[src/rtl/dispatch_router.sv]
// In-order dispatch queue with per-class RS credit gating; enqueue->out_valid latency 1 cycle, group-granular in_ready upstream.
// No RS-side backpressure beyond credits. Optional DISPATCH_STATS_EN adds saturating dispatch/credit-stall/queue-full counters.
module dispatch_router #(
  parameter int DISPATCH_WIDTH = 2,
  parameter int QUEUE_DEPTH    = 8,
  parameter int RS_DEPTH       = 16,
  parameter int ROB_WIDTH      = 4
) (
  input  logic                                      clk,
  input  logic                                      rst,
  input  logic                                      flush,
  input  logic                                      stall_dispatch,
  input  logic [DISPATCH_WIDTH-1:0]                 in_valid,
  input  logic [DISPATCH_WIDTH*32-1:0]              in_instr,
  input  logic [DISPATCH_WIDTH*ROB_WIDTH-1:0]       in_rob_id,
  output logic                                      in_ready,
  input  logic [3*$clog2(DISPATCH_WIDTH+1)-1:0]     rs_credit_ret,
  output logic [3*DISPATCH_WIDTH-1:0]               out_valid,
  output logic [3*DISPATCH_WIDTH*32-1:0]            out_instr,
  output logic [3*DISPATCH_WIDTH*ROB_WIDTH-1:0]     out_rob_id
`ifdef DISPATCH_STATS_EN
  ,
  output logic [31:0]                               stat_dispatched,
  output logic [3*32-1:0]                           stat_credit_stall,
  output logic [31:0]                               stat_queue_full
`endif
);

  localparam int DW  = DISPATCH_WIDTH;
  localparam int IW  = 32;
  localparam int CRW = $clog2(DW + 1);
  localparam int PW  = $clog2(QUEUE_DEPTH);
  localparam int OW  = $clog2(QUEUE_DEPTH + 1);
  localparam int CW  = $clog2(RS_DEPTH + 1);
  localparam int SLW = (DW > 1) ? $clog2(DW) : 1;

  localparam logic [6:0] OPC_LOAD   = 7'b0000011;
  localparam logic [6:0] OPC_STORE  = 7'b0100011;
  localparam logic [6:0] OPC_BRANCH = 7'b1100011;
  localparam logic [6:0] OPC_JAL    = 7'b1101111;
  localparam logic [6:0] OPC_JALR   = 7'b1100111;
  localparam logic [6:0] OPC_IMM    = 7'b0010011;
  localparam logic [6:0] OPC_OP     = 7'b0110011;
  localparam logic [6:0] OPC_LUI    = 7'b0110111;
  localparam logic [6:0] OPC_AUIPC  = 7'b0010111;
  localparam logic [6:0] OPC_SYSTEM = 7'b1110011;

  localparam logic [1:0] CLS_ALU = 2'd0;
  localparam logic [1:0] CLS_LSU = 2'd1;
  localparam logic [1:0] CLS_BRU = 2'd2;

  function automatic logic [1:0] classify(input logic [6:0] op);
    case (op)
      OPC_LOAD, OPC_STORE:             return CLS_LSU;
      OPC_BRANCH, OPC_JAL, OPC_JALR:   return CLS_BRU;
      OPC_IMM, OPC_OP, OPC_LUI,
      OPC_AUIPC, OPC_SYSTEM:           return CLS_ALU;
      default:                         return CLS_ALU;
    endcase
  endfunction

  logic [IW-1:0]        q_instr [QUEUE_DEPTH];
  logic [ROB_WIDTH-1:0] q_rob   [QUEUE_DEPTH];
  logic [1:0]           q_cls   [QUEUE_DEPTH];
  logic [PW-1:0]        head;
  logic [PW-1:0]        tail;
  logic [OW-1:0]        occ;
  logic [CW-1:0]        credit  [3];

  logic                 enq_fire;
  logic [CRW-1:0]       enq_cnt;

  always_comb begin
    enq_cnt = '0;
    for (int i = 0; i < DW; i++) enq_cnt = enq_cnt + CRW'(in_valid[i]);
  end

  assign in_ready = (OW'(QUEUE_DEPTH) - occ) >= OW'(DW);
  assign enq_fire = in_ready && (|in_valid) && !flush;

  logic [2:0][DW-1:0]                ov_d;
  logic [2:0][DW-1:0][IW-1:0]        oi_d;
  logic [2:0][DW-1:0][ROB_WIDTH-1:0] or_d;
  logic [CRW-1:0]                    taken [3];
  logic [CRW-1:0]                    deq_cnt;
  logic                              scan_stop;
  logic [PW-1:0]                     idx;
  logic [1:0]                        cls;

  // Oldest-first scan; the first entry whose class is out of credit blocks everything younger.
  always_comb begin
    ov_d      = '0;
    oi_d      = '0;
    or_d      = '0;
    for (int c = 0; c < 3; c++) taken[c] = '0;
    deq_cnt   = '0;
    scan_stop = 1'b0;
    idx       = '0;
    cls       = '0;
    if (!flush && !stall_dispatch) begin
      for (int i = 0; i < DW; i++) begin
        idx = head + PW'(i);
        cls = q_cls[idx];
        if (!scan_stop && (OW'(i) < occ)) begin
          if (credit[cls] > CW'(taken[cls])) begin
            ov_d[cls][SLW'(taken[cls])] = 1'b1;
            oi_d[cls][SLW'(taken[cls])] = q_instr[idx];
            or_d[cls][SLW'(taken[cls])] = q_rob[idx];
            taken[cls] = taken[cls] + CRW'(1);
            deq_cnt    = deq_cnt + CRW'(1);
          end else begin
            scan_stop = 1'b1;
          end
        end
      end
    end
  end

  assign out_valid  = ov_d;
  assign out_instr  = oi_d;
  assign out_rob_id = or_d;

  always_ff @(posedge clk or negedge rst) begin
    if (!rst) begin
      head <= '0;
      tail <= '0;
      occ  <= '0;
      for (int c = 0; c < 3; c++) credit[c] <= CW'(RS_DEPTH);
    end else if (flush) begin
      head <= '0;
      tail <= '0;
      occ  <= '0;
      for (int c = 0; c < 3; c++) credit[c] <= CW'(RS_DEPTH);
    end else begin
      head <= head + PW'(deq_cnt);
      if (enq_fire) tail <= tail + PW'(enq_cnt);
      occ  <= occ + (enq_fire ? OW'(enq_cnt) : OW'(0)) - OW'(deq_cnt);
      for (int c = 0; c < 3; c++)
        credit[c] <= credit[c] - CW'(taken[c]) + CW'(rs_credit_ret[c*CRW +: CRW]);
    end
  end

  // Payload storage needs no reset: occupancy alone decides which slots are live.
  always_ff @(posedge clk) begin
    if (enq_fire) begin
      for (int i = 0; i < DW; i++) begin
        if (in_valid[i]) begin
          q_instr[tail + PW'(i)] <= in_instr[i*IW +: IW];
          q_rob[tail + PW'(i)]   <= in_rob_id[i*ROB_WIDTH +: ROB_WIDTH];
          q_cls[tail + PW'(i)]   <= classify(in_instr[i*IW +: 7]);
        end
      end
    end
  end

`ifdef DISPATCH_STATS_EN
  function automatic logic [31:0] sat_add(input logic [31:0] a, input logic [31:0] b);
    logic [32:0] s;
    s = {1'b0, a} + {1'b0, b};
    return s[32] ? 32'hFFFF_FFFF : s[31:0];
  endfunction

  logic [31:0] st_cs [3];
  logic [1:0]  stop_cls;

  // When the scan stops, the blocking entry sits right after the ones that went out.
  assign stop_cls = q_cls[head + PW'(deq_cnt)];

  always_ff @(posedge clk or negedge rst) begin
    if (!rst) begin
      stat_dispatched <= '0;
      stat_queue_full <= '0;
      for (int c = 0; c < 3; c++) st_cs[c] <= '0;
    end else begin
      stat_dispatched <= sat_add(stat_dispatched, 32'(deq_cnt));
      if (occ == OW'(QUEUE_DEPTH)) stat_queue_full <= sat_add(stat_queue_full, 32'd1);
      for (int c = 0; c < 3; c++)
        if (scan_stop && (stop_cls == 2'(c))) st_cs[c] <= sat_add(st_cs[c], 32'd1);
    end
  end

  assign stat_credit_stall = {st_cs[2], st_cs[1], st_cs[0]};
`endif

  generate
    for (genvar c = 0; c < 3; c++) begin : g_credit_chk
      a_credit_bound: assert property (@(posedge clk) disable iff (!rst) credit[c] <= CW'(RS_DEPTH));
    end
  endgenerate

endmodule

[config.mk]
export PLATFORM = sky130hd
export DESIGN_NAME = dispatch_router
export DESIGN_NICKNAME = d
export VERILOG_FILES = /design/src/rtl/dispatch_router.sv
export SDC_FILE = /design/constraint.sdc
export NUM_CORES = 1
export LEC_CHECK = 0
export CAP_MARGIN = 20
export CORE_AREA = 5 5 194 215
export CTS_BUF_LIST = sky130_fd_sc_hd__clkbuf_8
export DETAILED_ROUTE_END_ITERATION = 6
export DIE_AREA = 0 0 199 220
export PLACE_DENSITY = 0.83
export SYNTH_ARGS = -nofsm -noshare
export SYNTH_HDL_FRONTEND = slang
export SYNTH_SLANG_ARGS = --single-unit
export TNS_END_PERCENT = 30
[constraint.sdc]
create_clock -name clk -period 6.07 [get_ports clk]
set_input_delay 0.9105 -clock clk [delete_from_list [all_inputs] [get_ports clk]]
set_output_delay 0.9105 -clock clk [all_outputs]
set_load 0.02 [all_outputs]
==> results.md, run 1 <==
Status:
- The flow ran to the end, and the final reports show no timing, DRC or antenna violations.

Floorplanning:
- The die covers 43,800 um2.
- From bottom edge to top edge, the die measures 220 um.
- The floorplan has 77 rows.
- In this run the horizontal extent of the chip is 199 um.
- The initial utilization of the core area, before any placement, comes to 56.7%.
- The number of I/O pins is 307.
- In this run the standard cell core region covers 39,500 um2.

Clock network:
- The cell chosen for the clock root is clkbuf_8.
- The clock passes through at most 3 buffers.
- TritonCTS built the clock tree.
- The clock drives 329 sinks.
- In this run, CTS created clock tree buffers numbering 53.
- The hold buffer count at CTS is 0.
- The clock latency at the later pin of the worst-skew pair is 0.61 ns.
- The clock-pin transition on the worst setup and hold timing paths is 0.06 ns.
- The deepest level of the CTS H-tree is 2.

Cells and area:
- The share of cells above drive strength 1 is 34.5%.
- The area growth from synthesis to layout is 22.0%.
- For this run, the post-layout net count is 2,111.
- The total of fill cells in the finished design is 2,826.
- The core utilization of the finished layout is 69.2%.
- The non-filler instance count after layout is 2,546.

Setup path:
- The critical path startpoint category is a flop.
- At the worst endpoint, the arrival time is 5.00 ns.
- In this run the worst path has a maximum fanout of 19.
- The type of the setup path with the least slack is reg -> out.
- The worst setup path is captured at an output port.
- At the worst endpoint, the required time is 5.16 ns.
- The number of cells traversed by the worst register-to-register path is 22.

Logic synthesis:
- The share of the yosys chip area belonging to registers is 43.6%.
- The top cell type by area accounts for 40.8% of the synthesized area.
- The synthesized area per cell is 13.2 um2.
- The number of synthesized flops with an enable pin is 304.
- The net count of the mapped netlist is 1,825.
- The synthesized design contains 329 register bits.
- edfxtp_1 takes more of the synthesized area than any other cell.
- By area the synthesized netlist is led by edfxtp_1 41%, mux4_2 15%, mux2_2 14%.
- After synthesis, the netlist uses 54 different library cells.
- The flip-flop cell with the highest count after synthesis is edfxtp_1.
- The number of cells produced by synthesis is 1,701.
- In this run the cell area of the synthesized design comes to 22,400 um2.
- Yosys printed 0 warnings.
- For this run, asynchronously set or reset flops after synthesis account for 7.60%.

Placed design:
- The count of buffers inserted at the top-level ports is 306.
- The final estimated routing congestion in global placement is 0.930.
- The final HPWL from detailed placement is 48.7 mm.
- Timing analysis after detailed placement gives a worst setup slack of 0.266 ns.
- The placed instance count is 2,443.

Drt:
- Detailed routing inserted a total of 17,600 vias.
- The remaining number of nets flagged by the antenna check after routing is 0.
- The post-route DRC violation count is 0.
- The DRC marker count from the first detailed-route iteration is 1,941.
- After detailed routing, the number of vias per cell comes to 6.93.
- The length of the first detailed-routing pass in iterations is 6.
- The average detailed-routed wire length per instance is 29.4 um.
- Summed over all layers, the routed wires come to 74.7 mm.

STA:
- The slew at the pin closest to its max-slew limit is 1.16 ns.
- Between clock sinks in the finished design, the worst skew comes to 0.0111 ns.
- The share of the clock period used by the worst path is 97.4%.
- Summed over all failing endpoints, the final setup total negative slack is 0 ns.
- On the final layout, the worst hold slack is 0.660 ns.
- The smallest clock period supported by the final layout is computed as 5.91 ns.
- The headroom to the max-slew limit is 22.2%.
- The total count of hold-check failures in the final report was 0.
- Once routing completed, OpenROAD measured the worst setup slack at 0.159 ns.
- The maximum operating frequency is 169 MHz.
- The number of max-slew violations in the final report is 0.
- The number of endpoints failing setup at the final stage is 0.

Hold path:
- The worst hold path passes through 3 cells.
- The worst hold path class is reg -> reg.

Global route:
- The initial antenna violation count is 5.
- Global routing consumed, over all layers together, 33.2% of the routing resources.
- The first global-routing pass estimated 109 mm of wire.
- The number of global-route vias before repair came to 17,800.
- The total overflow left after global routing is 0.
- Entering global routing, the biggest net connects 62 pins.

Power and ir drop:
- In this run, the clock network consumes 16.8% of the power.
- The sequential group share of total power is 26.0%.
- Combinational cells account for 57.2% of the total power.
- The internal power of the cells totals 6320 uW.
- The switching power is 5050 uW.
- In this run switching power makes up 44.4% of total power.
- The static leakage is 0.0104 uW.
- VDD sags by at most 0.292 mV.
- For this design the ratio of total power to cell area is 416 nW/um2.

Run:
- Max-cap violations in this run came to 0.
==> cell type report <==
class                   count  area [um2]  share of cell area [%]
multi-input cells        1174       12100                    44.2
flip-flops and latches    329        9770                    35.7
repair buffers            385        3640                    13.3
clock buffers              57         785                    2.87
well taps                 513         642                    2.35
clock inverters            41         249                   0.911
inverters                  44         165                   0.604
diodes                      3        7.51                  0.0275
==> cells in the final DEF, fill, tap and decap left out, types with 5 or more instances in the layout <==
master,count
fa_1,10
a21oi_1,14
edfxtp_1,304
nor2b_1,11
nor4_1,34
a21o_1,7
dlygate4sd2_1,134
or2_2,39
nor3b_1,5
nand3_1,43
ha_1,29
dlymetal6s2s_1,47
inv_1,60
nor2_1,100
nand4_1,5
xnor2_1,8
mux4_2,147
o41ai_2,32
buf_4,78
o21ai_0,5
clkinv_1,14
o22ai_1,73
xor2_1,10
dfrtp_1,19
mux2i_1,108
nor3_1,44
nand2b_1,41
clkinv_2,6
mux2_2,284
clkbuf_8,57
clkdlybuf4s50_1,118
nand2_1,59
==> power groups by stage <==
stage	Combinational [uW]	Clock, uW	Sequential, uW
after CTS	6370	1920	2950
after floorplan	4440	0	2940
after detailed placement	6370	0	3000
after global placement	6250	0	2970
final	6500	1910	2960
after global routing	6880	2030	2980
==> worst paths after layout <==
path | slack, ns | startpoint | to
max | 0.16 | head[0] | out_instr[100]
min | 0.66 | credit[3] | credit[4]
max reg2reg | 0.55 | head[0] | credit[8]
min reg2reg | 0.66 | credit[3] | credit[4]
max in group asynchronous | 5.04 | rst | credit[14]
min in group asynchronous | 0.70 | rst | credit[1]
==> what timing repair did <==
item                       4_1_cts  5_1_grt
gates resized for setup        153       56
pin swaps                        2        1
gates cloned                     0        0
buffers inserted                 2        0
setup endpoints to repair      204      167
==> state kept, by name, summed over array words and instances (netlist names) <==
name     cells
q_rob       32
tail         3
occ          4
credit      15
q_instr    256
q_cls       16
head         3
==> cells in the mapped netlist (2+ instances only) <==
library cell  instances
edfxtp_1            304
mux2_2              284
mux4_2              147
mux2i_1             109
nor2_1              106
clkbuf_1             79
o22ai_1              77
nand2_1              61
nor3_1               48
nand3_1              45
inv_1                42
nand2b_1             41
or2_2                39
buf_2                38
nor4_1               37
buf_1                30
ha_1                 30
o41ai_2              30
dfrtp_1              22
a21oi_1              14
nor2b_1              11
xor2_1               11
fa_1                 10
xnor2_1               8
a21o_1                7
o21ai_0               7
nor3b_1               6
o41ai_1               6
buf_6                 5
nand4_1               5
nand3b_1              4
or4_1                 4
dfstp_2               3
or3_1                 3
a22oi_1               2
a31o_2                2
and2_1                2
and3_1                2
buf_4                 2
clkinv_1              2
mux2_4                2
o2111ai_1             2
==> stage by stage <==
stage | total power (uW) | instance area, um2
finish | 11400 | 27300
global route | 11900 | 27300
CTS | 11200 | 27200
detailed placement | 9360 | 26200
global placement | 9220 | 26200
floorplan | 7370 | 22400
==> layer usage <==
metal  part of all wire (%)  GRT usage, %  vias up  wire (um)
met5                  0.027             0        -         20
met3                     12          7.25      271       9060
met4                    4.7          15.5        2       3520
met2                     49          54.9     1355      36300
met1                     35          42.1     8710      25800
li1                       -             -     7305          -
==> worst max-delay path, stage by stage (launching register included) <==
cell	delay [ns]
dfrtp_4	0.59
ha_4	0.24
xnor2_4	0.21
mux2_2	0.38
or4_1	0.53
mux2_4	0.34
nand3_2	0.08
o22ai_1	0.08
ha_1	0.29
nor2_2	0.16
nor2_1	0.09
nor3_2	0.21
buf_4	0.16
nand3_4	0.16
buf_4	0.25
nor3_1	0.23
dlygate4sd2_1	0.37
==> logic make-up (layout without fill, tap and decap cells) <==
logic type,Yosys count,after routing,share of synthesized area (%)
simple gates,418,418,9.46
buf+inv,198,527,3.73
mux,542,542,34.1
other cells,0,3,0
flops,329,329,43.6
compound gates,154,154,5.79
xor+xnor,20,20,0.816
fa+ha+maj,40,40,2.57
Note: power is estimated with default switching activity, not from simulation.
==> inputs of run 2 (changes only) <==
- GPL_TIMING_DRIVEN: not set -> 0
- TNS_END_PERCENT: 30 -> not set
==> run 2 against run 1 <==
Net effect: cell count grew 4.8%; hold slack lost 0.092 ns; total power grew 9.3%; sequential power is essentially flat; first-iteration DRC count grew 54%; clock skew grew 0.030 ns; critical path depth is the same; count of clock-buffer cells in the layout is the same; combinational power grew 18%; routed wire length grew 14%; global-route usage grew 4.9 points; sequential share of layout area shrank 1.4 points; largest cell class unchanged.
==> results.md, run 2 (same netlist as run 1, synthesis figures left out) <==
Status:
- Result of the run: complete, no violations (unchanged).

STA:
- Setup repair after global routing could not meet its margin everywhere.
- The number of max-slew violations in the final report is 0 (unchanged).
- The maximum operating frequency is 167 MHz (was 169 MHz).
- The share of the clock period used by the worst path was 98.8% (was 97.4%).
- The total count of hold-check failures in the final report is 0 (unchanged).
- The final worst clock skew was 0.0411 ns (was 0.0111 ns).
- The number of endpoints failing setup at the final stage is 0 (unchanged).
- The slew at the pin closest to its max-slew limit came to 1.23 ns (was 1.16 ns).
- The post-layout minimum cycle time came to 6.00 ns (was 5.91 ns).
- The final hold slack is 0.568 ns (was 0.660 ns).
- The headroom to the max-slew limit is 15.6% (was 22.2%).

Setup path:
- The data required time of the critical path came to 5.16 ns (about the same).
- The endpoint class of the critical path is an output port (unchanged).
- The type of the setup path with the least slack is reg -> out (unchanged).
- The critical path startpoint category is a flop (unchanged).
- The number of cells traversed by the worst register-to-register path is 25 (was 22).
- The worst-path maximum fanout is 10 (was 19).
- The worst endpoint data arrival time was 5.09 ns (was 5.00 ns).

Power and ir drop:
- The power density normalized to cell area is 437 nW/um2 (was 416 nW/um2).
- The logic gate share of total power was 61.6% (was 57.2%).
- The sequential group share of total power is 23.7% (was 26.0%).
- The switching share of power is 47.4% (was 44.4%).
- The static leakage is 0.00984 uW (was 0.0104 uW).
- The clock group share of total power is 14.7% (was 16.8%).
- The maximum vdd ir drop was 0.241 mV (was 0.292 mV).
- The power consumption came to 12,400 uW (was 11,400 uW).
- The internal power contribution is 6540 uW (was 6320 uW).
- The switching power came to 5880 uW (was 5050 uW).

Drt:
- The DRC marker count from the first detailed-route iteration is 2,996 (was 1,941).
- The average detailed-routed wire length per instance is 32.0 um (was 29.4 um).
- The length of the first detailed-routing pass in iterations is 7 (was 6).
- The final routed wirelength across all metal layers is 85.2 mm (was 74.7 mm).
- The total via count in the routed design is 19,100 (was 17,600).
- The post-route DRC violation count is 0 (unchanged).
- The number of vias per cell is 7.17 (was 6.93).
- The remaining number of nets flagged by the antenna check after routing is 0 (unchanged).

Clock network:
- The hold buffer count at CTS was 0 (unchanged).
- The TritonCTS buffer count is 55 (was 53).
- The number of sinks driven by the clock tree is 329 (unchanged).
- The clock-pin transition on the worst setup and hold timing paths is 0.06 ns (about the same).
- The cell chosen for the clock root is clkbuf_8 (unchanged).
- The number of buffers on the longest clock path is 3 (unchanged).
- The clock latency at the later pin of the worst-skew pair came to 0.64 ns (was 0.61 ns).
- The TritonCTS clock tree is built (unchanged).
- The deepest level of the CTS H-tree is 2 (unchanged).

Floorplanning:
- The x dimension of the die came to 199 um (unchanged).
- The area of the core region came to 39,500 um2 (unchanged).
- The die outline height is 220 um (unchanged).
- The cell row count is 77 (unchanged).
- The number of I/O pins is 307 (unchanged).
- The initial core utilization is 56.7% (unchanged).
- The area of the die came to 43,800 um2 (unchanged).

Cells and area:
- The area overhead of the layout relative to synthesis is 26.9% (was 22.0%).
- The commonest non-fill, non-tap cell in the layout is edfxtp_1 (unchanged).
- The number of nets in the finished design is 2,230 (was 2,111).
- The total non-filler cell area in the finished layout is 28,400 um2 (was 27,300 um2).
- The top register by number of flip-flops is q_instr (unchanged).
- Top library cells by usage in the layout, fill and taps aside: 304 x edfxtp_1, 283 x mux2_2, 147 x mux4_2, 109 x mux2i_1, 103 x nor2_1 (was 304 x edfxtp_1, 284 x mux2_2, 147 x mux4_2, 134 x dlygate4sd2_1, 118 x clkdlybuf4s50_1).
- The flip-flop count of the largest register, all copies and words added is 256 (unchanged).
- The share of cells above drive strength 1 is 42.0% (was 34.5%).
- Largest registers: q_instr: 256 flops, q_rob: 32 flops, q_cls: 16 flops (unchanged).

Run:
- The number of violations of the max-capacitance limit is 0 (unchanged).

Global route:
- The number of global-route vias before repair is 19,400 (was 17,800).
- The wire length of the first global-routing pass is 123 mm (was 109 mm).
- The global-route usage over all layers is 38.1% (was 33.2%).
- The initial antenna violation count was 7 (was 5).
- The remaining global-route overflow was 0 (unchanged).
- The pin count of the biggest net entering global routing was 28 (was 62).

Placed design:
- The final HPWL from detailed placement is 59.3 mm (was 48.7 mm).
- The count of buffers inserted at the top-level ports came to 301 (was 306).
- The final estimated routing congestion in global placement was 0.976 (was 0.930).
- The total placed instance area is 26,600 um2 (was 26,200 um2).

Hold path:
- The worst hold path class is in -> async (was reg -> reg).
==> run 2: cell types whose count changed in the layout (fill, tap and decap cells not counted), sizes merged <==
cell,change
dlymetal6s2s,-47
dlygate4sd2,-61
clkdlybuf4s50,-35
bufinv,-3
dlygate4sd1,+1
clkbuf,+79
diode,+1
inv,-4
bufbuf,+1
clkinv,+10
clkdlybuf4s15,+79
buf,+100
==> run 2: final timing paths <==
| check | start | endpoint | slack [ns] |
|---|---|---|---|
| min in group clk | credit[8] | credit[9] | 0.66 |
| worst max-delay path | head[0] | out_rob_id[1] | 0.07 |
| worst min-delay path | rst | credit[1] | 0.57 |
| worst min register to register | credit[8] | credit[9] | 0.66 |
| max in group asynchronous | rst | credit[14] | 4.93 |
| worst max register to register | head[0] | credit[8] | 0.41 |
==> run 2: critical path: stages (launching register included) <==
cell and delay (ns):
dfrtp_1 0.42, ha_4 0.20, xnor2_4 0.22, mux2_4 0.33
or4_1 0.53, buf_6 0.14, mux2_4 0.32, nand3_4 0.11
buf_12 0.12, o22ai_1 0.07, ha_1 0.33, nor2_4 0.15
nor2_1 0.09, nand2_1 0.12, nand2_4 0.20, o41ai_2 0.67
dlygate4sd2_1 0.43
==> run 2: final cells by class <==
cell class	instances	area [um2]
multi-input combinational	1174	12600
fill	2650	11100
timing repair buffer	352	3550
inverter	44	165
clock buffer	57	785
antenna	4	10.0
buffer	150	773
sequential	329	9760
clock inverter	44	186
tap	513	642
==> run 2: through the flow <==
stage / setup TNS (ns) / util [%] / setup slack [ns] / cells
after floorplan: 0 / - / 0.221 / 1701
after global placement: -526.18 / 66.0 / -2.86 / 2515
after detailed placement: -177.76 / 67.3 / -1.41 / 2534
after CTS: -0.0184 / 71.1 / -0.0103 / 2656
after global routing: -0.112 / 72.0 / -0.0335 / 2666
final: 0 / 72.0 / 0.0726 / 2667
==> run 2: timing repair <==
item / 4_1_cts / 5_1_grt
setup endpoints to repair: 236 / 221
setup buffers: 21 / 3
gates cloned: 1 / 0
pin swaps: 8 / 4
resized for setup: 735 / 56
==> run 2: power by group through the flow <==
stage	Combinational, uW	Sequential, uW	Clock (uW)
finish	7650	2950	1820
global route	7950	2960	1930
CTS	7190	2930	1800
detailed placement	6780	2980	0
global placement	6480	2990	0
floorplan	4440	2940	0
==> run 2: routing by layer <==
layer	vias to the layer above	wire length (um)	share of wire, %	global-route usage, %
li1	7548	-	-	-
met1	9354	28100	33	47.8
met2	1803	39500	46	59.5
met3	423	12200	14	11.9
met4	4	5450	6.4	20.4
met5	-	29	0.034	0
==> inputs of run 3 (changes only) <==
- CORE_AREA: 5 5 194 215 -> 5 5 244 270
- DIE_AREA: 0 0 199 220 -> 0 0 249 275
- PLACE_DENSITY: 0.83 -> not set
==> run 3 against run 2 <==
Net effect: non-clock buffer count is 6 higher; hold slack better by 0.040 ns; sequential share of layout area decreased by 0.26 points; total power rose by 2.6%; routed wire length increased by 8.4%; count of clock-buffer cells in the layout increased by 2; critical path type unchanged; critical endpoint is now out_rob_id[3]; largest cell class unchanged; highest routed layer unchanged.
==> results.md, run 3 (same netlist as run 1, synthesis figures left out) <==
Status:
- Result of the run: complete, no violations (unchanged).

Cells and area:
- The commonest non-fill, non-tap cell in the layout is edfxtp_1 (unchanged).
- The share of cells above drive strength 1 is 45.0% (was 42.0%).
- The flip-flop count of the largest register, all copies and words added is 256 (unchanged).
- The total of fill cells in the finished design is 5,817 (was 2,650).
- The top register by number of flip-flops is q_instr (unchanged).
- Top library cells by usage in the layout, fill and taps aside: 304 x edfxtp_1, 283 x mux2_2, 147 x mux4_2, 133 x buf_2, 109 x mux2i_1 (was 304 x edfxtp_1, 283 x mux2_2, 147 x mux4_2, 109 x mux2i_1, 103 x nor2_1).
- The number of nets in the finished design is 2,240 (was 2,230).
- Largest registers: q_instr: 256 flops, q_rob: 32 flops, q_cls: 16 flops (unchanged).
- The sequential cell area is 9760 um2 (unchanged).
- The area overhead of the layout relative to synthesis is 27.9% (was 26.9%).
- The area used by multi-input combinational logic came to 12,500 um2 (was 12,600 um2).

Setup path:
- Worst path cell trace: ha_4, xnor2_4, mux2_4, or4_4, buf_6, mux2_4, nand3_4, buf_12, buf_8, o22ai_1, ha_1, nor2_4, nor2_1, nand2_2, nand2_8, clkbuf_16, buf_12, o41ai_4, buf_4 (was ha_4, xnor2_4, mux2_4, or4_1, buf_6, mux2_4, nand3_4, buf_12, o22ai_1, ha_1, nor2_4, nor2_1, nand2_1, nand2_4, o41ai_2, dlygate4sd2_1).
- The end point of the critical path is out_rob_id[3] (was out_rob_id[1]).
- The startpoint of the worst-slack reg-to-reg timing path is head[1] (was head[0]).
- The reg-to-reg critical path endpoint was occ[2] (was credit[8]).
- The worst-path maximum fanout is 10 (unchanged).
- The slowest stage cell on the critical path is or4_4 (was o41ai_2).
- The largest delay contributor family on the critical path is simple AND/OR/NAND/NOR gates (unchanged).
- The startpoint of the most critical setup path is head[1] (was head[0]).
- The worst endpoint data arrival time is 5.08 ns (was 5.09 ns).
- The data required time of the critical path is 5.16 ns (about the same).
- The buffering stage count on the worst path with inverters included is 6 (was 3).
- The maximum single-stage delay on the critical path was 0.51 ns (was 0.67 ns).
- The number of gates on the worst path with buffers counted is 19 (was 16).
- The setup slack of the worst register-to-register path is 0.33 ns (was 0.41 ns).
- The number of cells traversed by the worst register-to-register path is 18 (was 25).
- The critical path startpoint category is a flop (unchanged).
- The type of the setup path with the least slack was reg -> out (unchanged).
- The endpoint class of the critical path was an output port (unchanged).

Power and ir drop:
- The power consumption was 12,700 uW (was 12,400 uW).
- The static leakage is 0.00990 uW (was 0.00984 uW).
- The power density normalized to cell area was 445 nW/um2 (was 437 nW/um2).
- The maximum vdd ir drop is 0.261 mV (was 0.241 mV).

Placed design:
- The final HPWL from detailed placement is 65.5 mm (was 59.3 mm).
- The count of buffers inserted at the top-level ports is 301 (unchanged).
- The final estimated routing congestion in global placement is 0.899 (was 0.976).

Global route:
- The remaining global-route overflow is 0 (unchanged).
- The global-route usage over all layers was 25.8% (was 38.1%).
- The wire length of the first global-routing pass was 131 mm (was 123 mm).
- The initial antenna violation count is 11 (was 7).
- The number of global-route vias before repair is 18,800 (was 19,400).
- The pin count of the biggest net entering global routing is 21 (was 28).

Drt:
- The DRC marker count from the first detailed-route iteration was 1,751 (was 2,996).
- The length of the first detailed-routing pass in iterations is 6 (was 7).
- The average detailed-routed wire length per instance came to 30.6 um (was 32.0 um).
- The number of vias per cell is 6.03 (was 7.17).
- The final routed wirelength across all metal layers was 92.3 mm (was 85.2 mm).
- The remaining number of nets flagged by the antenna check after routing is 0 (unchanged).
- The total via count in the routed design is 18,200 (was 19,100).
- The post-route DRC violation count is 0 (unchanged).

Clock network:
- The number of buffers on the longest clock path was 3 (unchanged).
- The number of sinks driven by the clock tree is 329 (unchanged).
- The hold buffer count at CTS was 0 (unchanged).
- The clock latency at the later pin of the worst-skew pair is 0.68 ns (was 0.64 ns).
- The clock-pin transition on the worst setup and hold timing paths is 0.06 ns (about the same).
- The TritonCTS clock tree is built (unchanged).
- The cell chosen for the clock root is clkbuf_8 (unchanged).
- The deepest level of the CTS H-tree is 2 (unchanged).
- The TritonCTS buffer count is 58 (was 55).

STA:
- The maximum operating frequency was 167 MHz (about the same).
- The share of the clock period used by the worst path came to 98.7% (was 98.8%).
- The post-layout minimum cycle time is 5.99 ns (was 6.00 ns).
- The slew at the pin closest to its max-slew limit is 1.19 ns (was 1.23 ns).
- The final worst clock skew came to 0.0216 ns (was 0.0411 ns).
- The number of endpoints failing setup at the final stage is 0 (unchanged).
- Unrepaired setup endpoints after global routing: yes (unchanged).
- The headroom to the max-slew limit is 20.4% (was 15.6%).
- The total count of hold-check failures in the final report is 0 (unchanged).
- The number of max-slew violations in the final report came to 0 (unchanged).
- The final hold slack is 0.607 ns (was 0.568 ns).

Floorplanning:
- The area of the core region is 63,000 um2 (was 39,500 um2).
- The x dimension of the die is 249 um (was 199 um).
- The die outline height came to 275 um (was 220 um).
- The initial core utilization came to 35.6% (was 56.7%).
- The cell row count was 97 (was 77).
- The area of the die is 68,500 um2 (was 43,800 um2).
- The number of I/O pins is 307 (unchanged).

Hold path:
- The worst hold path class is in -> async (unchanged).

Run:
- The number of violations of the max-capacitance limit is 0 (unchanged).
## run 3: changes by cell type in the layout (fill, tap and decap cells not counted), moves of 7 or more
cell | previous run | this run
buf_2 | 73 | 133
nor3_2 | 24 | 1
clkbuf_2 | 4 | 16
dlygate4sd2_1 | 73 | 23
o22ai_1 | 63 | 44
o22ai_2 | 9 | 29
buf_4 | 43 | 71
diode_2 | 4 | 11
nor4_2 | 7 | 17
clkdlybuf4s15_2 | 73 | 27
nor3_1 | 18 | 46
## run 3: how the worst min path moves through the flow
stage,slack [ns],startpoint,end
finish,0.61,rst,credit[6]
global route,0.64,rst,credit[0]
CTS,0.59,rst,credit[6]
detailed placement,0.64,credit[3],credit[4]
global placement,0.62,credit[8],credit[9]
floorplan,0.59,tail[2],tail[2]
## run 3: layout make-up
class                      count  area share [%]
multi-input combinational   1175            43.6
clock inverter                50           0.970
tap                          841            3.67
buffer                       151            3.11
clock buffer                  59            2.83
sequential                   329            34.1
timing repair buffer         357            11.1
inverter                      44           0.577
antenna                       11          0.0961
## run 3: worst register-to-register path, cell delays in order (launching register included)
cell and delay [ns]:
dfrtp_1 0.41, ha_4 0.34, clkdlybuf4s15_2 0.48, mux4_2 0.57
mux2i_1 0.50, clkbuf_2 0.61, buf_1 0.47, a31oi_1 0.17
o21ai_0 0.18, ha_1 0.30, nand2_1 0.06, o21ai_0 0.09
and3_1 0.23, ha_1 0.28, inv_1 0.04, ha_1 0.20
fa_1 0.44, xnor2_1 0.17, nor2_1 0.05
## run 3: repair_timing
action,CTS,global route
gates resized for setup,959,128
endpoints found under the setup margin,238,222
gates cloned,1,1
pin swaps,16,9
setup buffers,17,5
## run 3: metrics by stage
stage | setup TNS [ns] | instances | setup WS, ns | utilization [%] | instance area [um2]
after global routing | -0.226 | 3010 | -0.0429 | 45.4 | 28600
final | 0 | 3017 | 0.0767 | 45.5 | 28600
after CTS | 0 | 2991 | 0.00792 | 45.3 | 28500
after detailed placement | -259.42 | 2866 | -1.77 | 42.9 | 27000
after global placement | -758.48 | 2843 | -3.41 | 42.0 | 26500
after floorplan | 0 | 1701 | 0.221 | - | 22400
## run 3: report_power, final
part | leakage, uW | total, uW | switching [uW] | internal, uW
combinational | 0.00620 | 7810 | 4840 | 2970
clock | 0.000626 | 2000 | 999 | 999
sequential | 0.00307 | 2940 | 145 | 2800
total | 0.00990 | 12700 | 5980 | 6770
## run 3: per-layer routing
metal	routed length [um]	share of wire, %	global-route usage [%]	up-vias
met4	3850	4.2	11.0	6
li1	-	-	-	7586
met2	44500	48	43.1	1022
met1	35900	39	31.8	9371
met5	54	0.058	0	-
met3	8040	8.7	6.83	214
